**config.mk**
```make
export PLATFORM = sky130hd
export DESIGN_NAME = arc4_engine
export DESIGN_NICKNAME = d
export VERILOG_FILES = /design/src/rtl/arc4_engine.sv
export SDC_FILE = /design/constraint.sdc
export NUM_CORES = 1
export LEC_CHECK = 0
export ABC_AREA = 1
export CAP_MARGIN = 20
export CORE_MARGIN = 1.5
export CORE_UTILIZATION = 46
export CTS_BUF_LIST = sky130_fd_sc_hd__clkbuf_4 sky130_fd_sc_hd__clkbuf_8 sky130_fd_sc_hd__clkbuf_16
export DETAILED_ROUTE_END_ITERATION = 10
export PLACE_DENSITY_LB_ADDON = 0.08
export RECOVER_POWER = 25
export SLEW_MARGIN = 20
export SYNTH_ARGS = -nofsm -noshare
export SYNTH_HDL_FRONTEND = slang
export SYNTH_SLANG_ARGS = --single-unit
```
**constraint.sdc**
```tcl
create_clock -name clk -period 7.68 [get_ports clk]
set_clock_uncertainty 0.2 [all_clocks]
set_input_delay 0.768 -clock clk [delete_from_list [all_inputs] [get_ports clk]]
set_output_delay 0.768 -clock clk [all_outputs]
set_load 0.03 [all_outputs]
```
**src/rtl/arc4_engine.sv**
```systemverilog
// ARC4 (RC4) decryption engine with optional RC4-drop[N] keystream discard.
// Drives an external 256x8 S-box RAM, reads a length-prefixed ciphertext
// buffer and writes the length-prefixed plaintext buffer.
module arc4_engine #(
  parameter int KEY_BYTES = 3,
  parameter int DROP_N    = 0
) (
  input  logic                   clk,
  input  logic                   rst_n,
  input  logic                   en,
  output logic                   rdy,
  input  logic                   abort,
  output logic                   err,
  input  logic [8*KEY_BYTES-1:0] key,
  output logic [7:0]             s_addr,
  output logic [7:0]             s_wrdata,
  output logic                   s_wren,
  input  logic [7:0]             s_rddata,
  output logic [7:0]             ct_addr,
  input  logic [7:0]             ct_rddata,
  output logic [7:0]             pt_addr,
  output logic [7:0]             pt_wrdata,
  output logic                   pt_wren
);

  typedef enum logic [2:0] {IDLE, INIT, KSA, LEN, DROP, PRGA} state_t;

  // Value of the drop counter on the last discarded byte.
  localparam logic [9:0] DROP_LAST = (DROP_N > 0) ? 10'(DROP_N - 1) : 10'd0;

  state_t                 state, state_nxt;
  logic [2:0]             phase;
  logic [7:0]             i, j, k, len, si_r, sj_r;
  logic [9:0]             dcnt;
  logic [8*KEY_BYTES-1:0] key_r;

  logic [7:0]             kbyte, ksa_j, prga_j;
  logic [8*KEY_BYTES-1:0] key_rot;

  // The key register rotates one byte per KSA step, so the top byte is
  // always key byte [i mod KEY_BYTES].
  assign kbyte   = key_r[8*KEY_BYTES-1 -: 8];
  assign key_rot = (key_r << 8) | (key_r >> (8*KEY_BYTES-8));
  assign ksa_j   = j + s_rddata + kbyte;
  assign prga_j  = j + s_rddata;
  assign rdy     = (state == IDLE);

  // State register.
  always_ff @(posedge clk) begin
    // NOTE: sequential state uses non-blocking assignments so every register
    // samples pre-edge values regardless of statement order.
    if (!rst_n) state <= IDLE;
    else        state <= state_nxt;
  end

  // Next-state logic; abort from any busy state returns to IDLE.
  always_comb begin
    // NOTE: the default assignment first keeps this block free of latches.
    state_nxt = state;
    case (state)
      IDLE: if (en && !abort) state_nxt = INIT;
      INIT: if (i == 8'hFF) state_nxt = KSA;
      KSA:  if (phase == 3'd3 && i == 8'hFF) state_nxt = LEN;
      LEN:  if (phase == 3'd1) begin
              if (DROP_N > 0)             state_nxt = DROP;
              else if (ct_rddata != 8'd0) state_nxt = PRGA;
              else                        state_nxt = IDLE;
            end
      DROP: if (phase == 3'd4 && dcnt == DROP_LAST)
              state_nxt = (len != 8'd0) ? PRGA : IDLE;
      PRGA: if (phase == 3'd5 && k == len) state_nxt = IDLE;
      default: state_nxt = IDLE;
    endcase
    if (state != IDLE && abort) state_nxt = IDLE;
  end

  // Datapath registers: indices, sub-cycle phase, captured S-box values, key.
  always_ff @(posedge clk) begin
    if (!rst_n) begin
      i <= '0; j <= '0; k <= '0; phase <= '0; dcnt <= '0;
      len <= '0; si_r <= '0; sj_r <= '0; key_r <= '0; err <= 1'b0;
    end else if (state != IDLE && abort) begin
      i <= '0; j <= '0; k <= '0; phase <= '0; dcnt <= '0;
      err <= 1'b1;
    end else begin
      case (state)
        IDLE: if (en && !abort) begin
                key_r <= key;
                err   <= 1'b0;
                i <= '0; j <= '0; k <= '0; phase <= '0; dcnt <= '0;
              end
        INIT: i <= i + 8'd1;
        KSA: case (phase)
               3'd0: phase <= 3'd1;
               3'd1: begin si_r <= s_rddata; j <= ksa_j; phase <= 3'd2; end
               3'd2: begin sj_r <= s_rddata; phase <= 3'd3; end
               default: begin
                 i     <= i + 8'd1;
                 key_r <= key_rot;
                 phase <= 3'd0;
                 if (i == 8'hFF) j <= '0;
               end
             endcase
        LEN: if (phase == 3'd0) phase <= 3'd1;
             else begin
               len <= ct_rddata;
               phase <= '0; i <= '0; j <= '0; k <= 8'd1; dcnt <= '0;
             end
        DROP, PRGA: case (phase)
               3'd0: begin i <= i + 8'd1; phase <= 3'd1; end
               3'd1: begin si_r <= s_rddata; j <= prga_j; phase <= 3'd2; end
               3'd2: begin sj_r <= s_rddata; phase <= 3'd3; end
               3'd3: phase <= 3'd4;
               3'd4: if (state == DROP) begin
                       phase <= '0;
                       dcnt  <= dcnt + 10'd1;
                     end else phase <= 3'd5;
               default: begin phase <= '0; k <= k + 8'd1; end
             endcase
        default: ;
      endcase
    end
  end

  // Memory port outputs; writes are suppressed while aborting or in reset.
  always_comb begin
    s_addr = '0; s_wrdata = '0; s_wren = 1'b0;
    ct_addr = '0; pt_addr = '0; pt_wrdata = '0; pt_wren = 1'b0;
    case (state)
      INIT: begin s_addr = i; s_wrdata = i; s_wren = 1'b1; end
      KSA: case (phase)
             3'd0: s_addr = i;
             3'd1: s_addr = ksa_j;
             3'd2: begin s_addr = j; s_wrdata = si_r; s_wren = 1'b1; end
             default: begin s_addr = i; s_wrdata = sj_r; s_wren = 1'b1; end
           endcase
      LEN: if (phase == 3'd1) begin pt_wrdata = ct_rddata; pt_wren = 1'b1; end
      DROP, PRGA: begin
        if (state == PRGA) ct_addr = k;
        case (phase)
          3'd0: s_addr = i + 8'd1;
          3'd1: s_addr = prga_j;
          3'd2: begin s_addr = j; s_wrdata = si_r; s_wren = 1'b1; end
          3'd3: begin s_addr = i; s_wrdata = sj_r; s_wren = 1'b1; end
          3'd4: s_addr = si_r + sj_r;
          default: if (state == PRGA) begin
            pt_addr   = k;
            pt_wrdata = s_rddata ^ ct_rddata;
            pt_wren   = 1'b1;
          end
        endcase
      end
      default: ;
    endcase
    if (abort) begin
      s_wren  = 1'b0;
      pt_wren = 1'b0;
    end
    if (!rst_n) begin
      s_addr = '0; s_wrdata = '0; s_wren = 1'b0;
      ct_addr = '0; pt_addr = '0; pt_wrdata = '0; pt_wren = 1'b0;
    end
  end

endmodule

```
Yosys cells after proc, flatten, opt, wreduce, memory -nomap -nowiden. Index checks and enable logic that the tools add are counted.

Equal/unequal tests: 27. Add/subtract/negate cells: 6. Mux-type cells: 68. Reduce and logical (&&, ||, !) cells: 37. Bitwise logic cells: 5.

Operator list (count): two-way mux 8 bit (20); one-hot mux 8 bit (2 select lines) (5); one-hot mux 8 bit (5 select lines) (2); one-hot mux 8 bit (3 select lines) (3); two-way mux 24 bit (2); one-hot mux 24 bit (2 select lines) (1); two-way mux 10 bit (4); one-hot mux 8 bit (4 select lines) (1); two-way mux 3 bit (10); one-hot mux 10 bit (3 select lines) (1); inequality test 2 bit, second input constant (13); adder 8 bit (3); OR 24 x 8 -> 24 bit (1); one-hot mux 3 bit (6 select lines) (1); adder 8 x 1 -> 8 bit, second input constant (2); nonzero test 8 bit (2); one-hot mux 3 bit (5 select lines) (1); two-way mux 1 bit (13); == test 3 x 2 -> 1 bit, second input constant (4); == test 3 bit, second input constant (4); one-hot mux 3 bit (4 select lines) (1); AND reduction 6 bit (2); adder 10 x 1 -> 10 bit, second input constant (1); zero test 10 bit (1); 24 further kinds (45).

Logic and storage cells: 154. Bits of input ports: 44. Output and inout bits: 44. Register bits: 89.

Logic depth before layout (Yosys ltp). Gate-level depths: netlist of run 1.

Depth after elaboration: 6. Mapped depth: 22. Gate-level depth less buffers: 22.

Worst setup path before layout of run 1. OpenSTA, ideal clock, no wires.

Kind: input-to-output. From: input s_rddata[2]. To: output s_addr[6]. Arrival time: 3.243 ns. Data required time: 6.712 ns. Cell stages on the path: 17. Path slack: 3.469 ns. Path through: ha_1 or2_2 nand2_1 nor2_1 nor2_1 xor2_1 inv_1 ha_1 nand2_1 inv_1 nand2_1 nand3_1 a21oi_1 o21ai_0 nand3_1 a21oi_1 a21oi_1.

Word-level cells in the longest chain between the ends: 5.

Ends and longest elaborated chain: start, declared (line 18) `input logic [7:0] s_rddata,`; adder 8 bit (*) (line 44, 45); adder 8 bit (line 44) `assign ksa_j = j + s_rddata + kbyte;`; one-hot mux 8 bit (2 select lines) (line 131) `KSA: case (phase)`; one-hot mux 8 bit (3 select lines) (*) (line 129) `case (state)`; two-way mux 8 bit (*) (line 159) `if (!rst_n) begin`; end, declared (line 15) `output logic [7:0] s_addr,`.

Every way passes the cells marked *; elsewhere a longest branch is shown, timed or not.

Final worst setup path of run 1.
From: input rst_n. To: output s_addr[0].

Word-level cells in the longest chain between the ends: 1.

Ends and longest elaborated chain: start, declared (line 9) `input logic rst_n,`; two-way mux 8 bit (line 159).

No other way between the ends.

==> results of run 1 <==
==> placed cells by master (no fill, tap or decap), drive strengths merged, types with 2 or more instances in the layout <==
cell	netlist	final
nand4	9	9
inv	137	138
clkdlybuf4s50	0	84
o211ai	5	5
a211oi	2	2
a31o	2	2
xor2	12	12
nand3	40	40
o2111ai	2	2
nor3	30	30
nor2	92	92
nor3b	4	4
ha	25	25
o22ai	9	9
a21oi	86	86
o21ai	111	111
clkinv	1	5
buf	14	3
nor4	4	4
o221ai	2	2
dfxtp	89	89
fa	3	3
nand3b	5	5
or2	9	9
nand2	201	201
xnor2	9	9
dlygate4sd3	0	3
clkbuf	22	13
a31oi	30	30
==> kinds of logic (layout without fill, tap and decap cells) <==
kind of cell | Yosys count | in the layout
flip-flops | 89 | 89
AND/OR/NAND/NOR | 396 | 396
XOR/XNOR | 21 | 21
buffers and inverters | 174 | 247
adder cells (fa/ha/maj) | 28 | 28
AO/OA/AOI/OAI | 258 | 258
==> registers in the layout (all words and copies together) (netlist names) <==
| register | flops |
|---|---|
| len | 8 |
| state | 3 |
| key_r | 24 |
| err | 1 |
| k | 8 |
| sj_r | 8 |
| i | 8 |
| j | 8 |
| si_r | 8 |
| phase | 3 |
| dcnt | 10 |
==> worst max-delay path, stage by stage <==
cell	delay (ps)
sky130_fd_sc_hd__dlygate4sd3_1	520
sky130_fd_sc_hd__clkbuf_1	1470
sky130_fd_sc_hd__clkinv_1	290
sky130_fd_sc_hd__clkbuf_1	720
sky130_fd_sc_hd__a31oi_1	560
sky130_fd_sc_hd__clkdlybuf4s50_1	740
==> through the flow <==
step | hold slack, ps | cells
after detailed placement | 266 | 1199
final | 273 | 1215
after floorplan | 241 | 966
after global routing | 297 | 1215
after CTS | 274 | 1215
after global placement | 263 | 1199
==> metal layers <==
layer / track usage [%] / wire, microns / vias to the layer above
met2: 39.2 / 7850 / 240
li1: - / - / 3344
met4: 8.48 / 349 / 0
met3: 5.32 / 1240 / 23
met5: 0 / 0 / -
met1: 38.9 / 9290 / 2946
==> how the worst max path moves through the flow <==
stage                     start   endpoint  slack (ps)
floorplan           s_rddata[2]  s_addr[6]        3470
global placement    s_rddata[2]  s_addr[6]        2260
detailed placement  s_rddata[2]  s_addr[6]        2240
CTS                 s_rddata[2]  s_addr[6]        2220
global route              rst_n  s_addr[0]        1370
finish                    rst_n  s_addr[0]        1590
==> report_power, final <==
part | internal [W] | switching, W
sequential | 0.000532 | 0.0000653
clock | 0.000257 | 0.000194
combinational | 0.000258 | 0.000559
total | 0.00105 | 0.000818
==> cell type report <==
cell class / instances / area, sq um / area share, %
Clock buffer: 10 / 233 / 3.11
Clock inverter: 6 / 66.3 / 0.886
Inverter: 138 / 518 / 6.92
Multi-Input combinational cell: 703 / 3760 / 50.3
Sequential cell: 89 / 1780 / 23.8
Tap cell: 176 / 220 / 2.94
Timing Repair Buffer: 93 / 905 / 12.1
==> metrics.csv, run 1 <==
stage,metric,value,unit
synthesis,compound_gate_portion_of_the_synthesized_area,23.0,%
critical_path,worstPathArrival,5120,ps
routing,detail_route.vias_per_cell,5.39,
routing,dr.pass1.iters,8,
synthesis,ys.flop_type,sky130_fd_sc_hd__dfxtp_1,
worst_hold_path,worstHoldPathType,flip-flop to flip-flop,
clock_network,clk_root_buffer_cell,sky130_fd_sc_hd__clkbuf_16,
final_layout,fillers,1352,
outcome,violations_in_the_final_reports,"max-capacitance violations, max-slew violations",
place,port_buffers,87,
sta,setup_total_negative_slack,0,ps
synthesis,post_synth_top_area_cell,sky130_fd_sc_hd__dfxtp_1,
routing,dr_total_vias,6553,
place,post_dp_cell_area,7200,sq um
synthesis,syn_area,6220,sq um
critical_path,reg2reg_to,dcnt[1],
sta,maxSlewViolCount,91,
worst_hold_path,min_from,si_r[3],
global_route,number_of_antenna_violations_at_the_first_check_in_global_routing,0,
final_layout,fin_area,7490,sq um
routing,drtAntennaViolNets,0,
synthesis,seq_area_frac_synth,28.6,%
power,power.leakage,3.02,nW
run,max-cap-violations,2,
clock_network,path_clk_slew,60,ps
sta,slew-limit-headroom,-38.8,%
floorplan,initial_core_utilization,47.0,%
power,power_per_cell_area,249,nW/um^2
critical_path,criticalPathCategory,input pin to primary output,
place,pre_cts_slack,2240,ps
power,p_total,0.00187,W
sta,timing.final.crit_period,6090,ps
synthesis,syn_nets,1038,
critical_path,r2r_setup_slack,4440,ps
synthesis,number_of_flops_mapped_to_enable_cells_by_yosys,0,
final_layout,area.growth.synth_to_final,20.3,%
sta,layout_worst_path_cycle_share,79.2,%
outcome,run_status,"complete, but fails checks",
global_route,grt_max_degree,56,
synthesis,post_synth_xor_area_fraction,2.96,%
clock_network,tritoncts,built,
synthesis,synth_adder_area_share,5.99,%
clock_network,cts_made_buffers,9,
synthesis,synth.mux.area_fraction,0,%
clock_network,clock_latency,350,ps
sta,count_of_endpoints_failing_hold_in_the_final_timing_report,0,
floorplan,die_width,119,microns
clock_network,ctsHtreeMaxLevel,3,
power,vdd.ir_drop.worst,0.138,mV
final_layout,utilization,56.5,%
routing,routed_wire_length_per_instance,15.4,microns
routing,detail_route.drc_violations,0,
clock_network,cts_resized,0,
floorplan,core.rowCount,42,
clock_network,post_cts_hold_buffer_count,0,
synthesis,post_syn_instances,966,
synthesis,netlist-cell-type-count,52,
synthesis,synth.top_cell.area_share,28.6,%
routing,drtIter0Drc,590,
routing,final_routed_wirelength,18700,microns
synthesis,synthArstFlopShare,0,%
final_layout,final_layout_size_suffix_gt1_share,6.83,%
synthesis,synth_simple_gate_area_share,28.6,%
synthesis,synth_seq_cells,89,
global_route,global_route_wire_length_before_repair,29800,microns
synthesis,synth_area_leaders,"sky130_fd_sc_hd__dfxtp_1, sky130_fd_sc_hd__nand2_1, sky130_fd_sc_hd__o21ai_0",
sta,worst-slew-pin-transition,2080,ps
clock_network,cts.repair_timing.setup_buffer_count,0,
place,post-dp-hpwl,14000,microns
critical_path,timing.critical_path.from_type,input pin,
synthesis,post-synth-top-count-cell,sky130_fd_sc_hd__nand2_1,
clock_network,clock_tree.buffer_depth,2,
synthesis,synthesis.yosys.warnings,0,
global_route,gr-total-overflow,0,
critical_path,path_max_fanout,55,
critical_path,endpoint_kind,primary output,
clock_network,clock_sink_count,89,
worst_hold_path,worst_hold_path_cells,2,
sta,fmaxAchievable,164,MHz
critical_path,timing.reg2reg.worst_path_depth,8,
synthesis,yosys-top-cells-count,"sky130_fd_sc_hd__nand2_1, sky130_fd_sc_hd__inv_1, sky130_fd_sc_hd__o21ai_0",
sta,report.final.setup_viol,0,
floorplan,design.die.area,14200,sq um
place,gp_routability_congestion,0.933,
global_route,grt_use_total,26.6,%
floorplan,die_height,119,microns
sta,unrepaired_setup_endpoints_after_global_routing,false,
critical_path,timing.rr.start,state[2],
final_layout,final_nets,1106,
critical_path,worstPathRequired,6710,ps
sta,setup_ws,1590,ps
worst_hold_path,min_to,si_r[3],
floorplan,placeableCoreArea,13200,sq um
final_layout,insertedDiodeCount,0,
synthesis,synth_top_family_by_area,simple AND/OR/NAND/NOR gates,
synthesis,synth.avg_cell_area,6.44,sq um
global_route,via_count_of_the_first_global_routing_pass,5762,
floorplan,ioPinCount,88,
(Power assumes the default switching activity.)
==> run 2: changes to the inputs <==
==> constraint.sdc (replaced) <==
create_clock -name clk -period 5.83 [get_ports clk]
set_clock_uncertainty 0.2 [all_clocks]
set_input_delay 0.583 -clock clk [delete_from_list [all_inputs] [get_ports clk]]
set_output_delay 0.583 -clock clk [all_outputs]
set_load 0.03 [all_outputs]
==> run 2 against run 1 <==
The run still ends with max-capacitance violations, max-slew violations left. Register-to-register slack got worse by 2100 ps. Highest routed layer unchanged. Die area unchanged. Global-route usage rose by 0.56 points. Core utilization grew 0.17 points. Worst hold slack better by 1.9 ps. First-iteration DRC count is 5.4% lower. Critical path type unchanged. Clock power is 42% higher. Sequential share of layout area decreased by 0.071 points. Final cell count barely moved. Worst setup slack worse by 940 ps. Power grew 34%.
==> metrics.csv, run 2 (synthesis gave the netlist of run 1 again) <==
stage,metric,value,unit
outcome,run_status,"complete, but fails checks",
outcome,violations_in_the_final_reports,"max-capacitance violations, max-slew violations",
sta,setup_total_negative_slack,0,ps
floorplan,ioPinCount,88,
floorplan,placeableCoreArea,13200,sq um
final_layout,area.growth.synth_to_final,20.7,%
clock_network,post_cts_hold_buffer_count,0,
clock_network,ctsHtreeMaxLevel,3,
final_layout,layout_top_registers,"key_r (24), dcnt (10)",
global_route,grt_use_total,27.2,%
global_route,global_route_wire_length_before_repair,30400,microns
sta,unrepaired_setup_endpoints_after_global_routing,false,
routing,routed_wire_length_per_instance,15.5,microns
sta,worst-slew-pin-transition,1600,ps
global_route,via_count_of_the_first_global_routing_pass,5951,
place,gp_routability_congestion,0.951,
clock_network,clock_sink_count,89,
floorplan,design.die.area,14200,sq um
final_layout,final_nets,1106,
worst_hold_path,worstHoldPathType,flip-flop to flip-flop,
place,port_buffers,87,
clock_network,cts_resized,0,
critical_path,worstPathArrival,4390,ps
sta,report.final.setup_viol,0,
final_layout,layout_common_cells,"sky130_fd_sc_hd__nand2_1, sky130_fd_sc_hd__inv_1, sky130_fd_sc_hd__o21ai_0",
final_layout,number_of_flip_flops_in_the_largest_register,24,
clock_network,clock_tree.buffer_depth,2,
routing,dr_total_vias,6585,
final_layout,fillers,1364,
power,power.leakage,3.02,nW
final_layout,largest-register,key_r,
sta,count_of_endpoints_failing_hold_in_the_final_timing_report,0,
critical_path,timing.critical_path.cells,"clkdlybuf4s50_1, ha_1, or2_2, nand2_1, nor2_1, nor2_1, xor2_1, inv_1, ha_1, nand2_1, inv_1, nand4_1, nand3_1, a21oi_1, o21ai_0, nand3_1, a21oi_1, a21oi_1, clkdlybuf4s50_1",
clock_network,cts.repair_timing.setup_buffer_count,0,
critical_path,critPathBufInv,4,
final_layout,layout.cells.most_common,sky130_fd_sc_hd__nand2_1,
routing,drtAntennaViolNets,0,
final_layout,final_layout_size_suffix_gt1_share,6.74,%
routing,detail_route.drc_violations,0,
critical_path,endpoint_kind,primary output,
routing,final_routed_wirelength,18800,microns
critical_path,worst_path_largest_cell_delay,730,ps
clock_network,tritoncts,built,
critical_path,criticalPathCategory,input pin to primary output,
clock_network,cts_made_buffers,9,
power,power_per_cell_area,333,nW/um^2
routing,drtIter0Drc,558,
place,post_dp_cell_area,7200,sq um
final_layout,insertedDiodeCount,0,
critical_path,worstPathRequired,5050,ps
routing,dr.pass1.iters,7,
sta,finalHoldWorstSlack,275,ps
clock_network,path_clk_slew,70,ps
place,post-dp-hpwl,14200,microns
floorplan,die_height,119,microns
worst_hold_path,worst_hold_path_cells,2,
clock_network,clk_root_buffer_cell,sky130_fd_sc_hd__clkbuf_16,
sta,fmaxAchievable,193,MHz
global_route,grt_max_degree,49,
critical_path,path_max_fanout,5,
power,vdd.ir_drop.worst,0.279,mV
floorplan,initial_core_utilization,47.0,%
critical_path,cp_slowest_cell,sky130_fd_sc_hd__clkdlybuf4s50_1,
global_route,number_of_antenna_violations_at_the_first_check_in_global_routing,0,
sta,slew-limit-headroom,-6.81,%
floorplan,core.rowCount,42,
run,max-cap-violations,1,
sta,timing.final.crit_period,5180,ps
floorplan,die_width,119,microns
global_route,gr-total-overflow,0,
critical_path,timing.critical_path.from_type,input pin,
critical_path,worstSetupPathDepth,19,
final_layout,fin_area,7510,sq um
critical_path,timing.reg2reg.worst_path_depth,8,
sta,layout_worst_path_cycle_share,88.8,%
sta,maxSlewViolCount,35,
critical_path,critPathMostFrequentCell,sky130_fd_sc_hd__a21oi_1,
critical_path,critPathTopFamily,buffers and inverters,
clock_network,clock_latency,350,ps
routing,detail_route.vias_per_cell,5.42,
final_layout,utilization,56.7,%
## run 2: changes by cell type in the layout (fill, tap and decap cells not counted), sizes merged
cell      delta
clkinvlp     +1
bufinv       +1
clkinv       -4
buf          +1
## run 2: layout make-up
class | count | area (sq um) | share of cell area, %
multi-input combinational | 703 | 3760 | 50.0
sequential | 89 | 1780 | 23.7
timing repair buffer | 93 | 908 | 12.1
inverter | 138 | 518 | 6.90
clock inverter | 4 | 76.3 | 1.02
tap | 176 | 220 | 2.93
clock buffer | 11 | 246 | 3.28
## run 2: final timing paths
path / startpoint / to / slack, ps
worst min-delay path: key_r[11] / key_r[19] / 270
worst min register to register: key_r[11] / key_r[19] / 270
worst max-delay path: s_rddata[2] / s_addr[6] / 650
worst max register to register: state[2] / dcnt[8] / 2350
## run 2: power breakdown
part / internal [W] / switching, W
combinational: 0.000339 / 0.000733
clock: 0.000391 / 0.000250
sequential: 0.000701 / 0.0000861
## run 2: routing by layer
metal,global-route usage (%),share of wire (%)
met1,39.7,49
met2,40.3,41
met3,4.17,6.9
met4,9.90,2.5
met5,0,0
## run 2: per-stage QoR
step                setup slack, ps  cells  power, W
floorplan                      1990    966   0.00159
global placement                782   1199   0.00186
detailed placement              748   1199   0.00186
CTS                             727   1214   0.00250
global route                    451   1214   0.00268
finish                          655   1214   0.00250
## run 2: worst register-to-register path, stage by stage, from the launching register on
cell                       delay, ps
sky130_fd_sc_hd__dfxtp_1         380
sky130_fd_sc_hd__nor3_1          640
sky130_fd_sc_hd__nor2_1          230
sky130_fd_sc_hd__nor2_1          150
sky130_fd_sc_hd__clkbuf_1        650
sky130_fd_sc_hd__o21ai_0         520
sky130_fd_sc_hd__inv_1           380
sky130_fd_sc_hd__o21ai_0         150
sky130_fd_sc_hd__a21oi_1         120
==> run 3: changes to the inputs <==
--- a/config.mk
+++ b/config.mk
@@ -7,9 +7,10 @@
 export LEC_CHECK = 0
 export ABC_AREA = 1
 export CAP_MARGIN = 20
+export CELL_PAD_IN_SITES_DETAIL_PLACEMENT = 0
+export CELL_PAD_IN_SITES_GLOBAL_PLACEMENT = 1
 export CORE_MARGIN = 1.5
-export CORE_UTILIZATION = 46
-export CTS_BUF_LIST = sky130_fd_sc_hd__clkbuf_4 sky130_fd_sc_hd__clkbuf_8 sky130_fd_sc_hd__clkbuf_16
+export CORE_UTILIZATION = 39
 export DETAILED_ROUTE_END_ITERATION = 10
 export PLACE_DENSITY_LB_ADDON = 0.08
 export RECOVER_POWER = 25
==> constraint.sdc (replaced) <==
create_clock -name clk -period 5 [get_ports clk]
set_clock_uncertainty 0.2 [all_clocks]
set_input_delay 0.5 -clock clk [delete_from_list [all_inputs] [get_ports clk]]
set_output_delay 0.5 -clock clk [all_outputs]
set_load 0.03 [all_outputs]
==> run 3 against run 2 <==
The flow now finishes without violations. First-iteration DRC count decreased by 30%. Wire length increased by 7.7%. Worst hold slack got worse by 2.6 ps. Count of clock-buffer cells in the layout decreased by 1. Sequential share of layout area about the same. Critical path type unchanged. Critical endpoint unchanged.
==> metrics.csv, run 3 (synthesis gave the netlist of run 1 again) <==
stage,metric,value,unit
final_layout,utilization,48.9,%
critical_path,endpoint_kind,primary output,
floorplan,design.die.area,16700,sq um
critical_path,path_max_fanout,5,
clock_network,path_clk_slew,60,ps
floorplan,die_height,129,microns
sta,timing.final.crit_period,4540,ps
sta,report.final.setup_viol,0,
critical_path,timing.rr.start,state[1],
floorplan,initial_core_utilization,40.5,%
global_route,grt_use_total,24.7,%
power,share_clk_of_total_power,24.9,%
floorplan,placeableCoreArea,15400,sq um
final_layout,fillers,1628,
routing,wl_met3,1520,microns
routing,met1_length,9560,microns
power,power.leakage,3.09,nW
global_route,gr-total-overflow,0,
power,intPower,0.00163,W
sta,count_of_endpoints_failing_hold_in_the_final_timing_report,0,
clock_network,clk_root_buffer_cell,sky130_fd_sc_hd__clkbuf_16,
routing,detail_route.vias_per_cell,5.19,
final_layout,final_nets,1109,
critical_path,r2r_setup_slack,1560,ps
power,net_switching,0.00129,W
floorplan,ioPinCount,88,
critical_path,criticalPathCategory,input pin to primary output,
critical_path,cp_slowest_cell,sky130_fd_sc_hd__clkdlybuf4s50_1,
clock_network,cts_made_buffers,9,
clock_network,clock_sink_count,89,
global_route,number_of_antenna_violations_at_the_first_check_in_global_routing,0,
critical_path,worstPathRequired,4300,ps
clock_network,clock_latency,360,ps
run,max-cap-violations,0,
floorplan,die_width,129,microns
worst_hold_path,worstHoldPathType,flip-flop to flip-flop,
clock_network,cts_resized,0,
clock_network,clock_tree.buffer_depth,2,
power,vdd.ir_drop.worst,0.210,mV
routing,routed_wire_length_per_instance,16.1,microns
power,combPwrFrac,43.6,%
final_layout,layout.cells.most_common,sky130_fd_sc_hd__nand2_1,
critical_path,critical_path.startpoint,s_rddata[2],
sta,slew-limit-headroom,4.70,%
final_layout,number_of_flip_flops_in_the_largest_register,24,
routing,dr.pass1.iters,5,
global_route,global_route_wire_length_before_repair,31600,microns
clock_network,cts.repair_timing.setup_buffer_count,0,
clock_network,ctsHtreeMaxLevel,3,
sta,fmaxAchievable,220,MHz
routing,drtAntennaViolNets,0,
sta,setup_total_negative_slack,0,ps
sta,layout_worst_path_cycle_share,90.8,%
critical_path,timing.reg2reg.worst_path_depth,11,
final_layout,area.growth.synth_to_final,20.9,%
routing,wl_met2,8700,microns
final_layout,largest-register,key_r,
outcome,run_status,"complete, no violations",
final_layout,insertedDiodeCount,0,
critical_path,timing.critical_path.cells,"clkdlybuf4s50_1, ha_1, or2_2, nand2_1, nor2_1, nor2_1, xor2_1, inv_1, ha_1, nand2_1, inv_1, nand4_1, nand3_1, a21oi_1, o21ai_0, nand3_1, a21oi_1, a21oi_1, buf_4",
sta,maxSlewViolCount,0,
routing,final_routed_wirelength,20200,microns
place,post_dp_cell_area,7230,sq um
critical_path,critPathMostFrequentCell,sky130_fd_sc_hd__a21oi_1,
place,post-dp-hpwl,15400,microns
sta,unrepaired_setup_endpoints_after_global_routing,false,
critical_path,worstPathArrival,3840,ps
place,port_buffers,87,
routing,drtIter0Drc,392,
sta,worst-slew-pin-transition,1430,ps
final_layout,fin_area,7520,sq um
critical_path,timing.critical_path.from_type,input pin,
global_route,grt_max_degree,49,
routing,dr_total_vias,6508,
final_layout,final_layout_size_suffix_gt1_share,9.21,%
global_route,via_count_of_the_first_global_routing_pass,5956,
power,power.switching_fraction,44.2,%
final_layout,layout_common_cells,"sky130_fd_sc_hd__nand2_1, sky130_fd_sc_hd__inv_1, sky130_fd_sc_hd__o21ai_0",
routing,detail_route.drc_violations,0,
critical_path,worst_path_largest_cell_delay,560,ps
final_layout,layout_top_registers,"key_r (24), dcnt (10)",
critical_path,reg2reg_to,key_r[12],
floorplan,core.rowCount,45,
power,flop_pwr_share,31.5,%
clock_network,post_cts_hold_buffer_count,0,
power,power_per_cell_area,388,nW/um^2
clock_network,tritoncts,built,
critical_path,critical_path.endpoint,s_addr[6],
place,gp_routability_congestion,0.919,
routing,highest-signal-layer,met4,
## run 3: cell count changes in the layout (fill, tap and decap cells not counted), sizes merged
cell / delta
buf: +26
bufinv: -1
clkdlybuf4s50: -23
clkinv: +1
dlygate4sd3: -1
inv: +2
## run 3: power by group through the flow
stage	Combinational (W)	Clock (W)	Sequential [W]
floorplan	0.000956	0	0.000896
global placement	0.00127	0	0.000933
detailed placement	0.00127	0	0.000935
CTS	0.00127	0.000743	0.000919
global route	0.00143	0.000766	0.000933
finish	0.00127	0.000725	0.000920
## run 3: cell type report
type                            instances  area (sq um)  area share, %
Clock buffer                           10           239           3.18
Clock inverter                          6          71.3          0.948
Inverter                              138           518           6.89
Multi-Input combinational cell        703          3760           49.9
Sequential cell                        89          1780           23.7
Tap cell                              211           264           3.51
Timing Repair Buffer                   96           892           11.9
## run 3: how the worst min path moves through the flow
stage | from | to | slack [ps] | depth (start not counted)
6_report | si_r[0] | si_r[0] | 270 | 2
3_5_place_dp | sj_r[2] | sj_r[2] | 270 | 2
2_1_floorplan | si_r[0] | si_r[0] | 240 | 2
4_1_cts | si_r[0] | si_r[0] | 280 | 2
3_3_place_gp | sj_r[6] | sj_r[6] | 260 | 2
5_1_grt | sj_r[2] | sj_r[2] | 280 | 2
## run 3: routing by layer
| metal | global-route usage, % | vias up |
|---|---|---|
| li1 | - | 3351 |
| met1 | 34.3 | 2894 |
| met2 | 37.7 | 229 |
| met3 | 5.00 | 34 |
| met4 | 9.05 | 0 |
| met5 | 0 | - |
## run 3: worst max-delay path, delay by kind of cell
family / cells / cell delay, ps
simple gates: 8 / 890
xor+xnor: 1 / 170
buf+inv: 4 / 920
compound gates: 4 / 590
fa+ha+maj: 2 / 750
## run 3: per-stage QoR
stage	cells	hold WS, ps	total power [W]	setup WS [ps]
5_1_grt	1253	280	0.00313	227
4_1_cts	1253	277	0.00293	520
3_3_place_gp	1237	261	0.00221	544
2_1_floorplan	966	241	0.00185	1320
3_5_place_dp	1237	267	0.00220	541
6_report	1253	272	0.00292	459
